$ cat config.mk
export PLATFORM = sky130hd
export DESIGN_NAME = alu_decode
export DESIGN_NICKNAME = d
export VERILOG_FILES = /design/src/rtl/alu_pkg.sv /design/src/rtl/alu_op_dec.sv /design/src/rtl/alu_decode.sv
export SDC_FILE = /design/constraint.sdc
export NUM_CORES = 1
export LEC_CHECK = 0
export ABC_AREA = 1
export BUFFER_PORTS_ARGS = -buffer_cell sky130_fd_sc_hd__buf_2
export CAP_MARGIN = 10
export CORE_ASPECT_RATIO = 2
export CORE_MARGIN = 3
export CORE_UTILIZATION = 35
export CTS_CLUSTER_DIAMETER = 120
export DETAILED_ROUTE_END_ITERATION = 8
export GPL_ROUTABILITY_DRIVEN = 0
export PLACE_DENSITY_LB_ADDON = 0.3
export SYNTH_ARGS = -nofsm -noshare
export SYNTH_HDL_FRONTEND = slang
export SYNTH_SLANG_ARGS = --single-unit
$ cat constraint.sdc
create_clock -name clk -period 1.5 [get_ports clk]
set_input_delay 0.075 -clock clk [delete_from_list [all_inputs] [get_ports clk]]
set_output_delay 0.075 -clock clk [all_outputs]
set_load 0.02 [all_outputs]
$ cat src/rtl/alu_pkg.sv
`default_nettype none
// ============================================================================
//  Module   : alu_pkg
//  Purpose  : Shared ALU opcode and RV32I encoding constants, used by the
//             instruction decode stage and by the ALU itself.
//  Contents : 6-bit ALU op codes, RV32I major opcodes, funct7 variants.
//  Revision : 1.0  initial release
// ============================================================================
package alu_pkg;

  // ALU operation codes. For the base R/I-type group the op equals funct3.
  localparam logic [5:0] OP_ADD  = 6'd0;
  localparam logic [5:0] OP_SLL  = 6'd1;
  localparam logic [5:0] OP_SLT  = 6'd2;
  localparam logic [5:0] OP_SLTU = 6'd3;
  localparam logic [5:0] OP_XOR  = 6'd4;
  localparam logic [5:0] OP_SRL  = 6'd5;
  localparam logic [5:0] OP_OR   = 6'd6;
  localparam logic [5:0] OP_AND  = 6'd7;
  localparam logic [5:0] OP_SRA  = 6'd8;
  localparam logic [5:0] OP_SUB  = 6'd9;

  // RV32I major opcodes handled by this decoder.
  localparam logic [6:0] OPC_OP     = 7'b0110011;
  localparam logic [6:0] OPC_OP_IMM = 7'b0010011;
  localparam logic [6:0] OPC_LUI    = 7'b0110111;

  // funct7 variants.
  localparam logic [6:0] F7_BASE = 7'b0000000;
  localparam logic [6:0] F7_ALT  = 7'b0100000;

endpackage : alu_pkg
`default_nettype wire

$ cat src/rtl/alu_op_dec.sv
`default_nettype none
// ============================================================================
//  Module   : alu_op_dec
//  Purpose  : Purely combinational RV32I decode: ALU op, immediate operand
//             and legality of the instruction word.
//  Ports    : instr_i     32-bit instruction word
//             op_o        ALU opcode (alu_pkg OP_*)
//             legal_o     instruction is a supported R/OP-IMM/LUI encoding
//             use_imm_o   second operand comes from imm_o
//             zero_rv1_o  first operand forced to zero (LUI)
//             imm_o       decoded immediate
//  Revision : 1.0  initial release
// ============================================================================
module alu_op_dec
  import alu_pkg::*;
(
  input  logic [31:0] instr_i,
  output logic [5:0]  op_o,
  output logic        legal_o,
  output logic        use_imm_o,
  output logic        zero_rv1_o,
  output logic [31:0] imm_o
);

  logic [6:0]  w_opcode;
  logic [2:0]  w_funct3;
  logic [6:0]  w_funct7;
  logic [31:0] w_imm_i;
  logic [31:0] w_shamt;
  logic        w_unused_rd;

  assign w_opcode = instr_i[6:0];
  assign w_funct3 = instr_i[14:12];
  assign w_funct7 = instr_i[31:25];
  assign w_imm_i  = {{20{instr_i[31]}}, instr_i[31:20]};
  assign w_shamt  = {27'b0, instr_i[24:20]};

  // Destination field is extracted by the parent, not needed here.
  assign w_unused_rd = ^instr_i[11:7];

  always_comb begin
    op_o       = OP_ADD;
    legal_o    = 1'b0;
    use_imm_o  = 1'b0;
    zero_rv1_o = 1'b0;
    imm_o      = w_imm_i;
    case (w_opcode)
      OPC_OP: begin
        if (w_funct7 == F7_BASE) begin
          legal_o = 1'b1;
          op_o    = {3'b000, w_funct3};
        end else if (w_funct7 == F7_ALT && w_funct3 == 3'b000) begin
          legal_o = 1'b1;
          op_o    = OP_SUB;
        end else if (w_funct7 == F7_ALT && w_funct3 == 3'b101) begin
          legal_o = 1'b1;
          op_o    = OP_SRA;
        end
      end
      OPC_OP_IMM: begin
        use_imm_o = 1'b1;
        case (w_funct3)
          // Shift-immediates: upper bits of the immediate are funct7.
          3'b001: begin
            imm_o   = w_shamt;
            op_o    = OP_SLL;
            legal_o = (w_funct7 == F7_BASE);
          end
          3'b101: begin
            imm_o = w_shamt;
            if (w_funct7 == F7_BASE) begin
              op_o    = OP_SRL;
              legal_o = 1'b1;
            end else if (w_funct7 == F7_ALT) begin
              op_o    = OP_SRA;
              legal_o = 1'b1;
            end
          end
          default: begin
            op_o    = {3'b000, w_funct3};
            legal_o = 1'b1;
          end
        endcase
      end
      OPC_LUI: begin
        legal_o    = 1'b1;
        use_imm_o  = 1'b1;
        zero_rv1_o = 1'b1;
        imm_o      = {instr_i[31:12], 12'b0};
      end
      default: ;
    endcase
  end

endmodule : alu_op_dec
`default_nettype wire

$ cat src/rtl/alu_decode.sv
`default_nettype none
// ============================================================================
//  Module   : alu_decode
//  Purpose  : RV32I decode/issue stage in front of the ALU. Accepts one
//             instruction per valid/ready handshake, reads operands, and
//             presents a registered ALU operation. Illegal encodings are
//             dropped and counted in a saturating counter.
//  Ports    : clk, reset_n (async, active-low)
//             in_valid/in_ready/instr/flush      upstream instruction side
//             rs1_addr/rs2_addr/rs1_data/rs2_data register-file read port
//             wb_en/wb_rd/wb_data                writeback (bypass source)
//             out_valid/out_ready/op/rv1/rv2/rd/rd_we  ALU issue side
//             illegal_flag/illegal_cnt           sticky illegal status
//  Config   : define ALU_DECODE_BYPASS_EN to forward writeback data into
//             the operands; otherwise wb_* inputs are ignored.
//  Revision : 1.0  initial release
// ============================================================================
module alu_decode
  import alu_pkg::*;
#(
  parameter int CNT_W = 8
) (
  input  logic             clk,
  input  logic             reset_n,
  input  logic             in_valid,
  output logic             in_ready,
  input  logic [31:0]      instr,
  input  logic             flush,
  output logic [4:0]       rs1_addr,
  output logic [4:0]       rs2_addr,
  input  logic [31:0]      rs1_data,
  input  logic [31:0]      rs2_data,
  input  logic             wb_en,
  input  logic [4:0]       wb_rd,
  input  logic [31:0]      wb_data,
  output logic             out_valid,
  input  logic             out_ready,
  output logic [5:0]       op,
  output logic [31:0]      rv1,
  output logic [31:0]      rv2,
  output logic [4:0]       rd,
  output logic             rd_we,
  output logic             illegal_flag,
  output logic [CNT_W-1:0] illegal_cnt
);

  logic [5:0]  w_dec_op;
  logic        w_dec_legal;
  logic        w_dec_use_imm;
  logic        w_dec_zero_rv1;
  logic [31:0] w_dec_imm;
  logic [31:0] w_opa;
  logic [31:0] w_opb;
  logic        w_accept;

  logic             out_valid_q, out_valid_d;
  logic [5:0]       op_q, op_d;
  logic [31:0]      rv1_q, rv1_d;
  logic [31:0]      rv2_q, rv2_d;
  logic [4:0]       rd_q, rd_d;
  logic             rd_we_q, rd_we_d;
  logic             illegal_flag_q, illegal_flag_d;
  logic [CNT_W-1:0] illegal_cnt_q, illegal_cnt_d;

  alu_op_dec u_op_dec (
    .instr_i    (instr),
    .op_o       (w_dec_op),
    .legal_o    (w_dec_legal),
    .use_imm_o  (w_dec_use_imm),
    .zero_rv1_o (w_dec_zero_rv1),
    .imm_o      (w_dec_imm)
  );

  assign rs1_addr = instr[19:15];
  assign rs2_addr = instr[24:20];
  assign in_ready = !out_valid_q || out_ready;
  // flush suppresses any accept in the same cycle.
  assign w_accept = in_valid && in_ready && !flush;

  // Operand read with optional writeback forwarding; x0 always reads zero.
  always_comb begin
    w_opa = rs1_data;
    w_opb = rs2_data;
`ifdef ALU_DECODE_BYPASS_EN
    if (wb_en && wb_rd == rs1_addr) w_opa = wb_data;
    if (wb_en && wb_rd == rs2_addr) w_opb = wb_data;
`endif
    if (rs1_addr == 5'd0) w_opa = 32'd0;
    if (rs2_addr == 5'd0) w_opb = 32'd0;
  end

`ifndef ALU_DECODE_BYPASS_EN
  logic w_unused_wb;
  assign w_unused_wb = ^{wb_en, wb_rd, wb_data};
`endif

  always_comb begin
    out_valid_d    = out_valid_q;
    op_d           = op_q;
    rv1_d          = rv1_q;
    rv2_d          = rv2_q;
    rd_d           = rd_q;
    rd_we_d        = rd_we_q;
    illegal_flag_d = illegal_flag_q;
    illegal_cnt_d  = illegal_cnt_q;
    if (flush) begin
      out_valid_d = 1'b0;
    end else if (w_accept && w_dec_legal) begin
      out_valid_d = 1'b1;
      op_d        = w_dec_op;
      rv1_d       = w_dec_zero_rv1 ? 32'd0 : w_opa;
      rv2_d       = w_dec_use_imm ? w_dec_imm : w_opb;
      rd_d        = instr[11:7];
      rd_we_d     = (instr[11:7] != 5'd0);
    end else begin
      // An illegal accept still lets a held operation drain.
      if (out_ready) out_valid_d = 1'b0;
      if (w_accept) begin
        illegal_flag_d = 1'b1;
        if (illegal_cnt_q != {CNT_W{1'b1}}) illegal_cnt_d = illegal_cnt_q + 1'b1;
      end
    end
  end

  always_ff @(posedge clk or negedge reset_n) begin
    if (!reset_n) begin
      out_valid_q    <= 1'b0;
      op_q           <= 6'd0;
      rv1_q          <= 32'd0;
      rv2_q          <= 32'd0;
      rd_q           <= 5'd0;
      rd_we_q        <= 1'b0;
      illegal_flag_q <= 1'b0;
      illegal_cnt_q  <= '0;
    end else begin
      out_valid_q    <= out_valid_d;
      op_q           <= op_d;
      rv1_q          <= rv1_d;
      rv2_q          <= rv2_d;
      rd_q           <= rd_d;
      rd_we_q        <= rd_we_d;
      illegal_flag_q <= illegal_flag_d;
      illegal_cnt_q  <= illegal_cnt_d;
    end
  end

  assign out_valid    = out_valid_q;
  assign op           = op_q;
  assign rv1          = rv1_q;
  assign rv2          = rv2_q;
  assign rd           = rd_q;
  assign rd_we        = rd_we_q;
  assign illegal_flag = illegal_flag_q;
  assign illegal_cnt  = illegal_cnt_q;

endmodule : alu_decode
`default_nettype wire
==> reports/qor.yml <==
main_combinational_cell_family_by_area_after_synthesis: "simple AND/OR/NAND/NOR gates"
cts_tree: "done"
core_box_area_um2: 11500
ys_ff_latch: 84
fin_ws_ps: 80.7
holdPathEnd: "rv1[20]$_DFFE_PN0P_"
clkSlewWorstSetupHoldPaths_ps: 70
vias_per_cell: 4.79
commonest_register_cell_after_synthesis: "dfrtp_1"
postLayoutCoreUtil_pct: 52.9
final_hold_viol_count: 0
critical_path.startpoint_type: "flop"
overflow: 0
fp.dieArea_um2: 13300
detail_route.first_pass.iterations: 4
r2r_slack_ps: 80
detail_route.wirelength_um: 13900
number_of_cell_rows: 55
gr-usage-met3_pct: 4.03
place_worst_setup_slack_ps: -259
synthesis.area_um2: 4160
die_w_um: 83.1
timing.rr.start: "illegal_cnt[0]$_DFFE_PN0P_"
synthesis.instances: 522
critPathRequiredTime_ps: 1710
synthArstFlopShare_pct: 100
synth-edff-count: 0
clock_sink_count: 84
final_area_um2: 6080
grt_setup_unrepaired: "no"
maximum_level_of_the_cts_h_tree: 3
setup_viol: 0
synth_xor_xnor_area_share_pct: 1.26
period_utilization_pct: 94.6
place_area_um2: 5520
outcome: "finished, final reports clean"
vias_after_detailed_routing: 4344
number_of_global_route_vias_before_repair: 4464
timing.critical_path.arrival_ps: 1630
crit_path_end_kind: "flop"
worst_setup_path_startpoint: "illegal_cnt[0]$_DFFE_PN0P_"
grt.total_usage_pct: 20.2
synth-compound-area-share_pct: 11.9
clk-insertion-delay-late_ps: 330
timing.rr.end: "illegal_cnt[3]$_DFFE_PN0P_"
root_buffer: "clkbuf_16"
yosys.area.top_type: "dfrtp_1"
grt_use_met1_pct: 19.7
synth_sequential_area_ratio_pct: 50.5
holdCritStartpoint: "rs1_data[20]"
drive_gt1_share_pct: 37.6
use_met2_pct: 39.5
fmax_mhz: 705
route.detailed.drc: 0
synth_top_area_share_pct: 50.5
mux_cell_area_share_after_synthesis_pct: 0
antenna_violating_nets_post_route: 0
timing.reg2reg.worst_path_depth: 8
place_inst: 870
drv_cap: 0
post-synth-top-count-cell: "nand2_1"
yosysUniqueCellTypes: 29
top_usage_layer: "met2"
area.growth.synth_to_final_pct: 45.9
final_period_minus_worst_setup_slack_ps: 1420
synth_area_leaders: "dfrtp_1, nand2_1, nand3_1"
initial_utilization_pct: 36.2
adder_cell_fraction_of_synth_area_pct: 0.300
critical_path_class: "reg2reg"
grt_first_pass_wirelength_um: 21600
pin_count_of_the_biggest_net_entering_global_routing: 53
die_height_um: 160
synth_commonest_cells: "nand2_1, dfrtp_1, inv_1, nand3_1, o21ai_0"
finish.net_count: 901
dpl.hpwl_um: 10900
worst_ir_drop_vdd_mv: 0.728
antennaDiodeCount: 0
timing_max_transition_violations_final: 0
cts_inserted_buffers: 9
critical_path_peak_fanout: 8
cts-root-to-sink-buffers: 2
yosysWarningCount: 0
post_layout_nonfiller_instances: 907
synthSimpleGateAreaFrac_pct: 27.2
i_o_pin_cnt: 236
drt_iter0_markers: 142
syn_avg_cell_area_um2: 7.98
fin_worst_skew_ps: 6.44
leakage_power_nw: 3.57
route.detailed.wl_per_inst_um: 15.3
antenna_violations_before_repair: 0
power_density_nw_per_um2: 1010
worstHoldPathCells: 3
hold_path_class: "in2reg"
port_buffers: 195
timing repair:
item                       4_1_cts  5_1_grt
hold endpoints to repair        50        1
cloned                           0        1
hold buffers                    19        1
gates resized for setup          1        9
setup buffers                    1        0
setup endpoints to repair       31       71
pin swaps                        1        1
how the worst max path moves through the flow:
stage | end | slack, ps | cells past startpoint
global placement | rv2[18]$_DFFE_PN0P_ | -180 | 12
floorplan | illegal_cnt[0]$_DFFE_PN0P_ | 40 | 7
finish | illegal_cnt[3]$_DFFE_PN0P_ | 80 | 8
CTS | rv1[25]$_DFFE_PN0P_ | 20 | 8
global route | illegal_cnt[7]$_DFFE_PN0P_ | 2 | 8
detailed placement | rv2[23]$_DFFE_PN0P_ | -260 | 12
cell type report:
cell class                      count  area, µm²
Fill cell                        1078       5420
Clock inverter                      5       61.3
Clock buffer                       10        239
Multi-Input combinational cell    370       1720
Inverter                           33        129
Tap cell                          142        178
Timing Repair Buffer              263       1640
Sequential cell                    84       2100
state kept, by name, indices dropped and copies added, names as in the netlist:
name / cells
rv1: 32
rv2: 32
illegal_cnt: 8
rd: 5
op: 4
illegal_flag: 1
out_valid: 1
rd_we: 1
cells by family (layout without fill, tap and decap cells):
group,count (synthesis),count (layout)
simple gates,281,281
flops,84,84
compound gates,80,80
buf+inv,69,311
xor+xnor,6,6
fa+ha+maj,1,1
other cells,1,2
where the power goes:
group	internal, mW	switching, mW	total, mW	leakage [nW]
clock	1.33	0.909	2.24	0.137
sequential	2.47	0.151	2.62	1.14
combinational	0.497	0.749	1.25	2.29
worst max-delay path: stages, from the launching register on:
cell and delay, ps:
dfrtp_2 430, ha_1 230, nand2_1 110, nor2_2 60
nand3_2 80, nand4_1 100, buf_4 180, nand2_1 70
nand2_1 50
metrics by stage:
stage / power, mW / hold WS, ps / TNS [ps]
finish: 6.11 / 10.4 / 0
global route: 6.39 / 10.8 / 0
CTS: 6.17 / 0.129 / 0
detailed placement: 3.87 / 61.3 / -11720
global placement: 3.84 / 58.5 / -8530
floorplan: 3.29 / -221 / 0
placed cells by master, fill, tap and decap left out, drive strengths merged:
master       synthesis  final
nor4                 2      2
nor2                24     24
nand2              221    221
dlygate4sd3          0     20
xnor2                1      1
nor3                 4      4
dfrtp               84     84
ha                   1      1
nand3               28     28
buf                 32    242
a22oi               11     11
inv                 33     34
clkinvlp             0      3
or2                  1      1
xor2                 5      5
clkbuf               4     11
o211ai              12     12
a21oi                4      4
nand4                1      1
o21ai               53     53
conb                 1      2
bufinv               0      1
metal layers:
metal	share of wire [%]	wire length, µm
met1	34	4760
met2	57	7860
met3	5.6	778
met4	3.6	498
met5	0	0
Power figures use the tool's default switching activity.
